[config.mk]
export PLATFORM = sky130hd
export DESIGN_NAME = spy_path_delay_meter
export DESIGN_NICKNAME = d
export VERILOG_FILES = /design/src/rtl/spy_path_delay_meter.sv
export SDC_FILE = /design/constraint.sdc
export NUM_CORES = 1
export LEC_CHECK = 0
export ABC_AREA = 1
export BUFFER_PORTS_ARGS = -buffer_cell sky130_fd_sc_hd__clkbuf_2
export CAP_MARGIN = 25
export CORE_UTILIZATION = 30
export CTS_BUF_LIST = sky130_fd_sc_hd__clkbuf_2
export CTS_CLUSTER_DIAMETER = 100
export DETAILED_ROUTE_END_ITERATION = 10
export PLACE_DENSITY_LB_ADDON = 0.05
export SKIP_LAST_GASP = 1
export SLEW_MARGIN = 20
export SYNTH_ARGS = -nofsm -noshare
export SYNTH_HDL_FRONTEND = slang
export SYNTH_SLANG_ARGS = --single-unit
[constraint.sdc]
create_clock -name clk -period 2.85 [get_ports clk]
set_input_delay 0.7125 -clock clk [delete_from_list [all_inputs] [get_ports clk]]
set_output_delay 0.7125 -clock clk [all_outputs]
set_load 0.02 [all_outputs]
[src/rtl/spy_path_delay_meter.sv]
// Spy path delay meter: launches alternating edges into a chain and times their return in clk cycles.
// Latency: per sample SYNC_STAGES+1+chain delay cycles plus one launch cycle; done pulses one cycle after the last sample.
// Backpressure: none; start is ignored while busy. Optional macro SPY_DELAY_MINMAX_EN adds minLat/maxLat outputs.
module spy_path_delay_meter #(
    parameter int LAT_W        = 8,
    parameter int SAMPLES_LOG  = 3,
    parameter int SYNC_STAGES  = 2,
    parameter int PATH_INVERTS = 0
) (
    input  logic                         clk,
    input  logic                         rstN,
    input  logic                         start,
    output logic                         pathInput,
    input  logic                         pathResult,
    output logic                         busy,
    output logic                         done,
    output logic                         timeout,
    output logic [LAT_W+SAMPLES_LOG-1:0] total,
    output logic [LAT_W-1:0]             average
`ifdef SPY_DELAY_MINMAX_EN
    ,
    output logic [LAT_W-1:0]             minLat,
    output logic [LAT_W-1:0]             maxLat
`endif
);

    localparam int                   TW       = LAT_W + SAMPLES_LOG;
    localparam int                   NSAMP    = 1 << SAMPLES_LOG;
    localparam logic                 INV      = (PATH_INVERTS != 0);
    // Last counter value before the per-phase timeout limit (all-ones) is reached.
    localparam logic [LAT_W-1:0]     LAT_LAST = {{(LAT_W-1){1'b1}}, 1'b0};
    localparam logic [SAMPLES_LOG:0] IDX_LAST = (SAMPLES_LOG+1)'(NSAMP - 1);

    typedef enum logic [2:0] {
        S_IDLE,
        S_PRIME,
        S_LAUNCH,
        S_WAIT,
        S_FINISH
    } state_t;

    state_t                 state_q, state_d;
    logic [LAT_W-1:0]       lat_q, lat_d;
    logic [SAMPLES_LOG:0]   idx_q, idx_d;
    logic                   pin_q, pin_d;
    logic [TW-1:0]          tot_q, tot_d;
    logic [LAT_W-1:0]       avg_q, avg_d;
    logic                   to_q, to_d;
    logic [SYNC_STAGES-1:0] sync_q;
`ifdef SPY_DELAY_MINMAX_EN
    logic [LAT_W-1:0]       min_q, min_d;
    logic [LAT_W-1:0]       max_q, max_d;
`endif

    logic                   match_w;
    logic [LAT_W-1:0]       sample_w;
    logic [TW:0]            sum_w;

    // The chain settles to pathInput (or its inverse) once the launched edge has fully propagated.
    assign match_w  = (sync_q[SYNC_STAGES-1] == (pin_q ^ INV));
    // The match cycle itself is counted, so a sample is one more than the cycles already waited.
    assign sample_w = lat_q + 1'b1;
    assign sum_w    = {1'b0, tot_q} + {{(SAMPLES_LOG+1){1'b0}}, sample_w};

    assign pathInput = pin_q;
    assign busy      = (state_q != S_IDLE);
    assign done      = (state_q == S_FINISH);
    assign timeout   = to_q;
    assign total     = tot_q;
    assign average   = avg_q;
`ifdef SPY_DELAY_MINMAX_EN
    assign minLat    = min_q;
    assign maxLat    = max_q;
`endif

    // Synchronizer for the asynchronous chain output, plus all measurement state registers.
    always_ff @(posedge clk or negedge rstN) begin
        if (!rstN) begin
            sync_q  <= '0;
            state_q <= S_IDLE;
            lat_q   <= '0;
            idx_q   <= '0;
            pin_q   <= 1'b0;
            tot_q   <= '0;
            avg_q   <= '0;
            to_q    <= 1'b0;
`ifdef SPY_DELAY_MINMAX_EN
            min_q   <= '1;
            max_q   <= '0;
`endif
        end else begin
            sync_q  <= {sync_q[SYNC_STAGES-2:0], pathResult};
            state_q <= state_d;
            lat_q   <= lat_d;
            idx_q   <= idx_d;
            pin_q   <= pin_d;
            tot_q   <= tot_d;
            avg_q   <= avg_d;
            to_q    <= to_d;
`ifdef SPY_DELAY_MINMAX_EN
            min_q   <= min_d;
            max_q   <= max_d;
`endif
        end
    end

    // Next-state logic: prime until settled, then launch/wait for each sample, then report.
    always_comb begin
        state_d = state_q;
        lat_d   = lat_q;
        idx_d   = idx_q;
        pin_d   = pin_q;
        tot_d   = tot_q;
        avg_d   = avg_q;
        to_d    = to_q;
`ifdef SPY_DELAY_MINMAX_EN
        min_d   = min_q;
        max_d   = max_q;
`endif
        case (state_q)
            S_IDLE: begin
                if (start) begin
                    tot_d   = '0;
                    avg_d   = '0;
                    to_d    = 1'b0;
                    lat_d   = '0;
                    idx_d   = '0;
`ifdef SPY_DELAY_MINMAX_EN
                    min_d   = '1;
                    max_d   = '0;
`endif
                    state_d = S_PRIME;
                end
            end
            S_PRIME: begin
                if (match_w) begin
                    lat_d   = '0;
                    state_d = S_LAUNCH;
                end else if (lat_q == LAT_LAST) begin
                    to_d    = 1'b1;
                    state_d = S_FINISH;
                end else begin
                    lat_d   = lat_q + 1'b1;
                end
            end
            S_LAUNCH: begin
                pin_d   = ~pin_q;
                lat_d   = '0;
                state_d = S_WAIT;
            end
            S_WAIT: begin
                if (match_w) begin
                    tot_d = sum_w[TW] ? {TW{1'b1}} : sum_w[TW-1:0];
`ifdef SPY_DELAY_MINMAX_EN
                    if (sample_w < min_q) min_d = sample_w;
                    if (sample_w > max_q) max_d = sample_w;
`endif
                    idx_d   = idx_q + 1'b1;
                    state_d = (idx_q == IDX_LAST) ? S_FINISH : S_LAUNCH;
                end else if (lat_q == LAT_LAST) begin
                    to_d    = 1'b1;
                    state_d = S_FINISH;
                end else begin
                    lat_d   = lat_q + 1'b1;
                end
            end
            S_FINISH: begin
                state_d = S_IDLE;
            end
            default: begin
                state_d = S_IDLE;
            end
        endcase
        // Average is loaded with the final (possibly partial) total so it is valid while done is high.
        if (state_d == S_FINISH) begin
            avg_d = tot_d[TW-1:SAMPLES_LOG];
        end
    end

endmodule

-- After elaboration in Yosys (flattened, before gate mapping)
Index checks and enable logic that the tools add are counted.
- logic and storage cells: 62
- bits in registers: 38
- bits in writable memories: 0
- output and inout port bits: 23
- latch bits: 0
- memories: 0
- input port bits: 4
- memory bits (read-only): 0
- equality and inequality tests: 13
- shifts and indexed selects: 0
- bitwise gates (word level): 1
- $add $sub $neg: 3
- magnitude comparators: 0
- multiplexer cells: 24
- $mul: 0
- reductions and logical operators: 12
- divide/modulo/power cells: 0
- operators with widths (cell ; number):
    $mux 8 ; 6
    $mux 11 ; 3
    $pmux 8 s4 ; 1
    $pmux 11 s2 ; 1
    $mux 3 ; 5
    $add 11x8->12 ; 1
    $pmux 3 s4 ; 1
    $add 8x1->8 const B ; 1
    $eq 8x8->1 const B ; 1
    $mux 4 ; 2
    $ne 2x2->1 const B ; 4
    $pmux 4 s2 ; 1
    $reduce_bool 2->1 ; 4
    $eq 3x2->1 const B ; 2
    $eq 3x3->1 const B ; 2
    $reduce_and 3->1 ; 2
    $add 4x1->4 const B ; 1
    $eq 4x3->1 const B ; 1
    $reduce_and 4->1 ; 1
    $reduce_bool 4->1 ; 1
    $eq 3x1->1 const B ; 1
    $logic_not 3->1 ; 1
    $mux 1 ; 3
    $reduce_bool 3->1 ; 1
    other kinds (6) ; 6

-- Logic depth before layout (Yosys ltp)
Gate-level depths: netlist of the first run.
- depth after elaboration: 7
- gate-level depth with buffers: 19

-- Worst setup path before layout of the first run
OpenSTA, ideal clock, no wires.
- path kind: reg2reg
- start point: register lat_q[2]
- end point: register avg_q[0], in the netlist average[0]
- slack: 0.619 ns
- clock period less this slack: 2.231 ns
- stages on the path, launching flop included: 17
- data arrival time: 2.115 ns
- required time: 2.733 ns
- cell sequence: dfrtp_1 nand3_1 nor2_1 nand3_1 nor2_1 xor2_1 ha_1 nand2_1 nor2_1 nand3_1 nand3_1 nor2_1 nand2_1 nand3_1 nand2_1 nand2_1 nand2_1
- elaborated cells on any way between the ends: 15
- RTL lines (item ; RTL line ; RTL):
    from (decl) ; 43 ; logic [LAT_W-1:0] lat_q, lat_d;
    from (signal assigned) ; 94 ; lat_q <= lat_d;
    $add 8x1->8 ; 62 ; assign sample_w = lat_q + 1'b1;
    $add 11x8->12 ; 63 ; assign sum_w = {1'b0, tot_q} + {{(SAMPLES_LOG+1){1'b0}}, sample_w};
    $mux 11 ; 153 ; tot_d = sum_w[TW] ? {TW{1'b1}} : sum_w[TW-1:0];
    $mux 11 ; 152 ; if (match_w) begin
    $pmux 11 s2 ; 120 ; case (state_q)
    net tot_d[3] ; 46 ; logic [TW-1:0] tot_q, tot_d;
    $mux 8 ; 175 ; if (state_d == S_FINISH) begin
    to (signal assigned) ; 98 ; avg_q <= avg_d;
    to (decl) ; 47 ; logic [LAT_W-1:0] avg_q, avg_d;
The timed path passes the listed nets, and every way through them passes these cells. The select of a mux whose other input is x is not followed.
A chain may end at the register's enable or synchronous reset.

-- Worst setup path after layout of the first run
- start point: register lat_q[1]
- end point: register avg_q[5], in the netlist average[5]
The elaborated chain is that of the path after synthesis.

==> results_dict.tcl, run 1 <==
set metrics [dict create \
    design_area_sq_mm 0.002719 \
    initial_utilization_pct 30.92 \
    globalRouteOverflowTotal 0 \
    drtIter0Drc 55 \
    cp.arrival_ns 2.82 \
    postLayoutCoreUtil_pct 35.37 \
    pin_count 27 \
    area_delta_synth_final_pct 14.37 \
    path_buf_inv 1 \
    grt_first_pass_wirelength_um 10410 \
    via_count 2042 \
    pwr-share-clk_pct 12.1 \
    dp.cells 444 \
    port_buffers 26 \
    numClockSinks 38 \
    row_count 32 \
    antenna-diode-count 0 \
    timing_worst_setup_path_type "flip-flop to flip-flop" \
    grt_max_degree 39 \
    outcome "completed" \
    worst_path_most_repeated_cell "sky130_fd_sc_hd__nand2_1" \
    power.ir.vdd_worst_uv 420.1 \
    share_seq_of_total_power_pct 36.6 \
    htree_num_levels 2 \
    die_height_um 91.02 \
    end_kind "flip-flop" \
    die-width_um 91.02 \
    cts.hold.buffers_added 0 \
    timing.clock.skew_ns 0.01681 \
    gr-usage-all-layers_pct 15.94 \
    share_of_cells_above_drive_strength_1_pct 17.61 \
    critPathSlowestCell "sky130_fd_sc_hd__dfrtp_1" \
    via_per_inst 4.498 \
    p_total_uw 2153 \
    critPathMaxFanout 5 \
    number_of_detailed_routing_iterations_run_before_antenna_repair 4 \
    worst_path_dominant_cell_family "simple AND/OR/NAND/NOR gates" \
    leakagePower_uw 0.001526 \
    worstHoldPathType "primary input to asynchronous set/reset pin" \
    min_period_over_period_pct 87.38 \
    flip_flop_and_latch_count_after_synthesis 38 \
    report.final.slew_viol_count 0 \
    post_synth_instance_area_sq_mm 0.002377 \
    maxCapViolations 0 \
    maxClockFrequency_mhz 401.6 \
    pwr-share-comb_pct 51.3 \
    drtAntennaViolNets 0 \
    place_congestion 0.7876 \
    worst_slew_margin_rel_pct 58.52 \
    layout_min_cycle_time_ns 2.490 \
    final_hold_viol_count 0 \
    dpl-instance-area_sq_mm 0.002640 \
    syn-num-nets 334 \
    fin_setup_tns_ns 0 \
    power.share.switching_pct 49.12 \
    rsz_0062_raised_after_global_routing "no" \
    syn_inst 316 \
    drc 0 \
    core_region_sq_mm 0.007687 \
    cts_max_path_buffers 2 \
    tritoncts_clock_tree "yes" \
    via_count_of_the_first_global_routing_pass 2162 \
    cts_buf_count 5 \
    final-setup-viol-count 0 \
    cts.root.buffer_cell "sky130_fd_sc_hd__clkbuf_2" \
    critPathLaunchType "flip-flop" \
    crit_chain "ha_2 > inv_1 > nor2_1 > xor2_2 > ha_1 > nand2_1 > nand2_1 > nand2_1 > nand2_1 > nand2_1 > nand3_2 > nand2_1 > nand3_1 > nand2_1 > nand2_1 > nand2_1 > nand2_1" \
    worstPathRequired_ns 3.18 \
    grt_antenna_before_repair 0 \
    layout.nets 369 \
    die_area_sq_mm 0.008285 \
    tightest_slew_ns 0.6180 \
    pwr_density_cell_mw_per_mm2 791.7 \
    internal_power_uw 1095 \
    post_drt_wl_per_cell_um 13.01 \
    synth_seq_area_share_pct 40.00 \
    drt-total-wl_um 5905 \
    clock_latency_ns 0.41 \
    synthesis.area_per_instance_sq_um 7.523 \
    synthDistinctLibCells 29 \
    max_stage_delay_ns 0.46 \
    cts.clk_slew.worst_paths_ns 0.23 \
    final_cells 454 \
    sw_pwr_uw 1057 \
    synth.yosys.warnings 0 \
    dp.final_hpwl_um 4516 \
]
==> stage by stage <==
stage | worst slack [ns] | hold slack, ns
6_report | 0.3597 | 0.3075
2_1_floorplan | 0.6185 | 0.3312
3_3_place_gp | 0.1990 | 0.3466
3_5_place_dp | 0.1542 | 0.3387
4_1_cts | 0.08893 | 0.3297
5_1_grt | 0.006289 | 0.3199
==> synthesized netlist by cell type <==
master | count | area, sq um
sky130_fd_sc_hd__xor2_1 | 7 | 61.31
sky130_fd_sc_hd__buf_2 | 2 | 10.01
sky130_fd_sc_hd__o311ai_0 | 1 | 8.760
sky130_fd_sc_hd__ha_1 | 13 | 162.7
sky130_fd_sc_hd__o31ai_4 | 1 | 21.27
sky130_fd_sc_hd__o31ai_1 | 1 | 7.510
sky130_fd_sc_hd__inv_1 | 33 | 123.9
sky130_fd_sc_hd__fa_1 | 1 | 20.02
sky130_fd_sc_hd__nand4_1 | 2 | 12.51
sky130_fd_sc_hd__a21oi_1 | 9 | 45.04
sky130_fd_sc_hd__nand2_1 | 120 | 450.4
sky130_fd_sc_hd__xnor2_1 | 2 | 17.52
sky130_fd_sc_hd__or2_2 | 6 | 37.54
sky130_fd_sc_hd__nor3_1 | 1 | 5.000
sky130_fd_sc_hd__o21ai_1 | 1 | 5.000
sky130_fd_sc_hd__or2_1 | 1 | 6.260
sky130_fd_sc_hd__nand2_2 | 3 | 18.77
sky130_fd_sc_hd__o21ai_0 | 15 | 75.07
sky130_fd_sc_hd__o211ai_1 | 1 | 7.510
sky130_fd_sc_hd__nand2_4 | 1 | 11.26
sky130_fd_sc_hd__dfrtp_1 | 38 | 950.9
sky130_fd_sc_hd__nor2_1 | 16 | 60.06
sky130_fd_sc_hd__nand3_1 | 24 | 120.1
sky130_fd_sc_hd__nand4_4 | 1 | 21.27
sky130_fd_sc_hd__clkinv_1 | 1 | 3.750
sky130_fd_sc_hd__nand3b_1 | 4 | 30.03
sky130_fd_sc_hd__inv_2 | 4 | 15.01
sky130_fd_sc_hd__o22ai_1 | 2 | 12.51
sky130_fd_sc_hd__nor2_4 | 5 | 56.30
==> layout by cell type (no fill, tap or decap), types with 3 or more instances in the layout <==
cell type	synthesis	layout
sky130_fd_sc_hd__nand2_1	120	120
sky130_fd_sc_hd__dfrtp_1	38	38
sky130_fd_sc_hd__inv_1	33	33
sky130_fd_sc_hd__clkbuf_2	0	31
sky130_fd_sc_hd__nand3_1	24	23
sky130_fd_sc_hd__nor2_1	16	15
sky130_fd_sc_hd__o21ai_0	15	15
sky130_fd_sc_hd__ha_1	13	12
sky130_fd_sc_hd__a21oi_1	9	9
sky130_fd_sc_hd__nor2_4	5	6
sky130_fd_sc_hd__xor2_1	7	6
sky130_fd_sc_hd__or2_2	6	6
sky130_fd_sc_hd__inv_2	4	4
sky130_fd_sc_hd__nand3b_1	4	4
sky130_fd_sc_hd__buf_4	0	4
sky130_fd_sc_hd__nand2_2	3	3
==> final timing paths <==
| kind | startpoint | slack (ns) | cells after the start | endpoint |
|---|---|---|---|---|
| max | lat_q[1]$_DFFE_PN0P_ | 0.36 | 17 | average[5]$_DFFE_PN0P_ |
| min | rstN | 0.31 | 2 | lat_q[4]$_DFFE_PN0P_ |
| max reg2reg | lat_q[1]$_DFFE_PN0P_ | 0.36 | 17 | average[5]$_DFFE_PN0P_ |
| min reg2reg | sync_q[0]$_DFF_PN0_ | 0.38 | 0 | sync_q[1]$_DFF_PN0_ |
| max in group asynchronous | rstN | 2.18 | 2 | total[10]$_DFF_PN0_ |
| min in group clk | sync_q[0]$_DFF_PN0_ | 0.38 | 0 | sync_q[1]$_DFF_PN0_ |
==> timing repair <==
action	in CTS	in global routing
gates resized for setup	0	5
setup endpoints to repair	0	14
buffers inserted	0	2
==> layout make-up <==
class | count | area (sq um)
fill | 865 | 4969
sequential | 38 | 950.9
multi-input combinational | 238 | 1296
inverter | 38 | 142.6
clock inverter | 3 | 16.27
tap | 102 | 127.6
timing repair buffer | 30 | 160.2
clock buffer | 5 | 25.02
==> cells by family (layout without fill, tap and decap cells) <==
kind of cell | count (synthesis) | in the layout | synth area share [%]
AOI/OAI and AO/OA | 31 | 31 | 7.684
adders and majority gates | 14 | 14 | 7.684
and+or+nand+nor | 184 | 184 | 34.89
xor gates and xnor gates | 9 | 9 | 3.316
DFF | 38 | 38 | 40.00
buffers and inverters | 40 | 76 | 6.421
==> power groups by stage <==
stage | registers [uW] | clock network, uW | logic (uW)
after floorplan | 858 | 0 | 718
after global placement | 806 | 0 | 1100
after detailed placement | 802 | 0 | 1080
after CTS | 791 | 277 | 1090
after global routing | 812 | 297 | 1260
final | 788 | 261 | 1100
==> layer usage <==
layer	part of all wire (%)	vias to the layer above	global-route usage (%)	wire length, um
met5	0	-	0	0
met4	2.0	0	5.291	116
met3	2.9	10	3.685	169
met2	43	27	25.25	2540
met1	52	926	21.38	3078
li1	-	1079	-	-
==> flip-flops by register name, indices dropped and copies added, names as in the netlist <==
name,count
sync_q,2
timeout,1
idx_q,4
lat_q,8
total,11
state_q,3
average,8
pathInput,1
No activity file was read; power rests on OpenSTA's default activity.
==> run 2, diff against run 1 <==
--- a/config.mk
+++ b/config.mk
@@ -12,7 +12,6 @@
 export CTS_BUF_LIST = sky130_fd_sc_hd__clkbuf_2
 export CTS_CLUSTER_DIAMETER = 100
 export DETAILED_ROUTE_END_ITERATION = 10
-export PLACE_DENSITY_LB_ADDON = 0.05
 export SKIP_LAST_GASP = 1
 export SLEW_MARGIN = 20
 export SYNTH_ARGS = -nofsm -noshare
==> results_dict.tcl, run 2 (synthesis results as in run 1) <==
set metrics [dict create \
    htree_num_levels 2 \
    worstHoldPathType "flip-flop to flip-flop" \
    cts.root.buffer_cell "sky130_fd_sc_hd__clkbuf_2" \
    place_congestion 0.8731 \
    row_count 32 \
    die-width_um 91.02 \
    r2r-start "lat_q[2]$_DFFE_PN0P_" \
    die_height_um 91.02 \
    grt_first_pass_wirelength_um 9535 \
    place_worst_setup_slack_ns 0.1181 \
    area_delta_synth_final_pct 13.42 \
    final-setup-viol-count 0 \
    worst_setup_startpoint "lat_q[2]$_DFFE_PN0P_" \
    dp.final_hpwl_um 4272 \
    numClockSinks 38 \
    clock_latency_ns 0.39 \
    grt_antenna_before_repair 0 \
    port_buffers 26 \
    largest_register_ffs 11 \
    drtAntennaViolNets 0 \
    number_of_detailed_routing_iterations_run_before_antenna_repair 4 \
    setup_slack_ns 0.2703 \
    cp.arrival_ns 2.87 \
    worst_slew_margin_rel_pct 43.59 \
    power.ir.vdd_worst_uv 426.5 \
    hold-path-cell-count 0 \
    drtIter0Drc 109 \
    core_region_sq_mm 0.007687 \
    pwr_density_cell_mw_per_mm2 777.7 \
    end_kind "flip-flop" \
    dpl-instance-area_sq_mm 0.002633 \
    worst_path_most_repeated_cell "sky130_fd_sc_hd__nand2_1" \
    grt_max_degree 39 \
    critPathSlowestCell "sky130_fd_sc_hd__dfrtp_1" \
    leakagePower_uw 0.001519 \
    layout.cells.most_common "sky130_fd_sc_hd__nand2_1" \
    via_count 2069 \
    p_total_uw 2097 \
    tritoncts_clock_tree "yes" \
    antenna-diode-count 0 \
    critPathLaunchType "flip-flop" \
    cts_buf_count 5 \
    most-common-layout-cells "sky130_fd_sc_hd__nand2_1 (119), sky130_fd_sc_hd__dfrtp_1 (38), sky130_fd_sc_hd__inv_1 (33)" \
    die_area_sq_mm 0.008285 \
    gr-usage-all-layers_pct 14.52 \
    tightest_slew_ns 0.8462 \
    max_stage_delay_ns 0.46 \
    via_per_inst 4.588 \
    maxCapViolations 0 \
    drt-total-wl_um 5519 \
    rsz_0062_raised_after_global_routing "no" \
    timing.clock.skew_ns 0.02150 \
    cts.clk_slew.worst_paths_ns 0.19 \
    r2r_cells 16 \
    drc 0 \
    report.final.slew_viol_count 0 \
    maxClockFrequency_mhz 387.6 \
    fillerInstances 845 \
    fin_setup_tns_ns 0 \
    initial_utilization_pct 30.92 \
    timing_worst_setup_path_type "flip-flop to flip-flop" \
    holdCritStartpoint "sync_q[0]$_DFF_PN0_" \
    outcome "completed" \
    layout_min_cycle_time_ns 2.580 \
    post_drt_wl_per_cell_um 12.24 \
    critPathMaxFanout 5 \
    pin_count 27 \
    layout.nets 368 \
    worstPathRequired_ns 3.14 \
    final_hold_viol_count 0 \
    min_period_over_period_pct 90.52 \
    design_area_sq_mm 0.002696 \
    cts_max_path_buffers 2 \
    share_of_cells_above_drive_strength_1_pct 17.19 \
    r2r_slack_ns 0.27 \
    via_count_of_the_first_global_routing_pass 1998 \
    crit_chain "nand3_1 > nor2_2 > nand3_1 > nor2_1 > xor2_1 > ha_1 > nand2_1 > nor2_2 > nand3_1 > nand3_2 > nand2_1 > nand3_1 > nand2_1 > nand2_1 > nand2_1 > nand2_1" \
    globalRouteOverflowTotal 0 \
]
==> run 2: changes by cell type in the layout (fill, tap and decap cells not counted), sizes merged <==
cell,delta
clkbuf,-1
clkinv,-1
clkinvlp,-1
==> run 2: final cells by class <==
class,count,area [sq um],area share [%]
clock inverter,1,3.754,0.1392
timing repair buffer,29,152.6,5.661
multi-input combinational,238,1294,47.98
inverter,38,142.6,5.290
tap,102,127.6,4.733
sequential,38,950.9,35.27
clock buffer,5,25.02,0.9281
==> run 2: worst max-delay path, delay by kind of cell (launching register included) <==
kind	cells	cell delay, ns
flops	1	0.46
xor+xnor	1	0.25
simple gates	14	1.45
fa+ha+maj	1	0.33
==> run 2: stage by stage <==
| stage | utilization, % | cells | hold slack [ns] |
|---|---|---|---|
| final | 35.07 | 451 | 0.3753 |
| after global routing | 35.07 | 451 | 0.3758 |
| after global placement | 34.24 | 443 | 0.3411 |
| after CTS | 34.62 | 449 | 0.3799 |
| after floorplan | - | 316 | 0.3312 |
| after detailed placement | 34.24 | 443 | 0.3418 |
==> run 2: worst paths after layout <==
path | to
hold reg to reg | sync_q[1]$_DFF_PN0_
setup / recovery | average[7]$_DFFE_PN0P_
hold / removal | sync_q[1]$_DFF_PN0_
max in group asynchronous | lat_q[6]$_DFFE_PN0P_
min in group asynchronous | lat_q[4]$_DFFE_PN0P_
setup reg to reg | average[7]$_DFFE_PN0P_
==> run 2: timing repair <==
action / in CTS / in global routing
gates resized for setup: 0 / 6
buffers inserted: 0 / 2
endpoints found under the setup margin: 0 / 13
hold buffers: 0 / 0
==> run 2: report_power, final <==
group | internal [uW] | switching, uW | total, uW
Combinational | 368 | 721 | 1090
Sequential | 663 | 123 | 786
Clock | 48.8 | 173 | 222
==> run 2: routing by layer <==
layer | GRT usage, % | wire (um) | up-vias
met4 | 5.820 | 92 | 0
li1 | - | - | 1071
met1 | 18.49 | 2690 | 960
met2 | 24.94 | 2606 | 31
met3 | 1.759 | 130 | 7
met5 | 0 | 0 | -
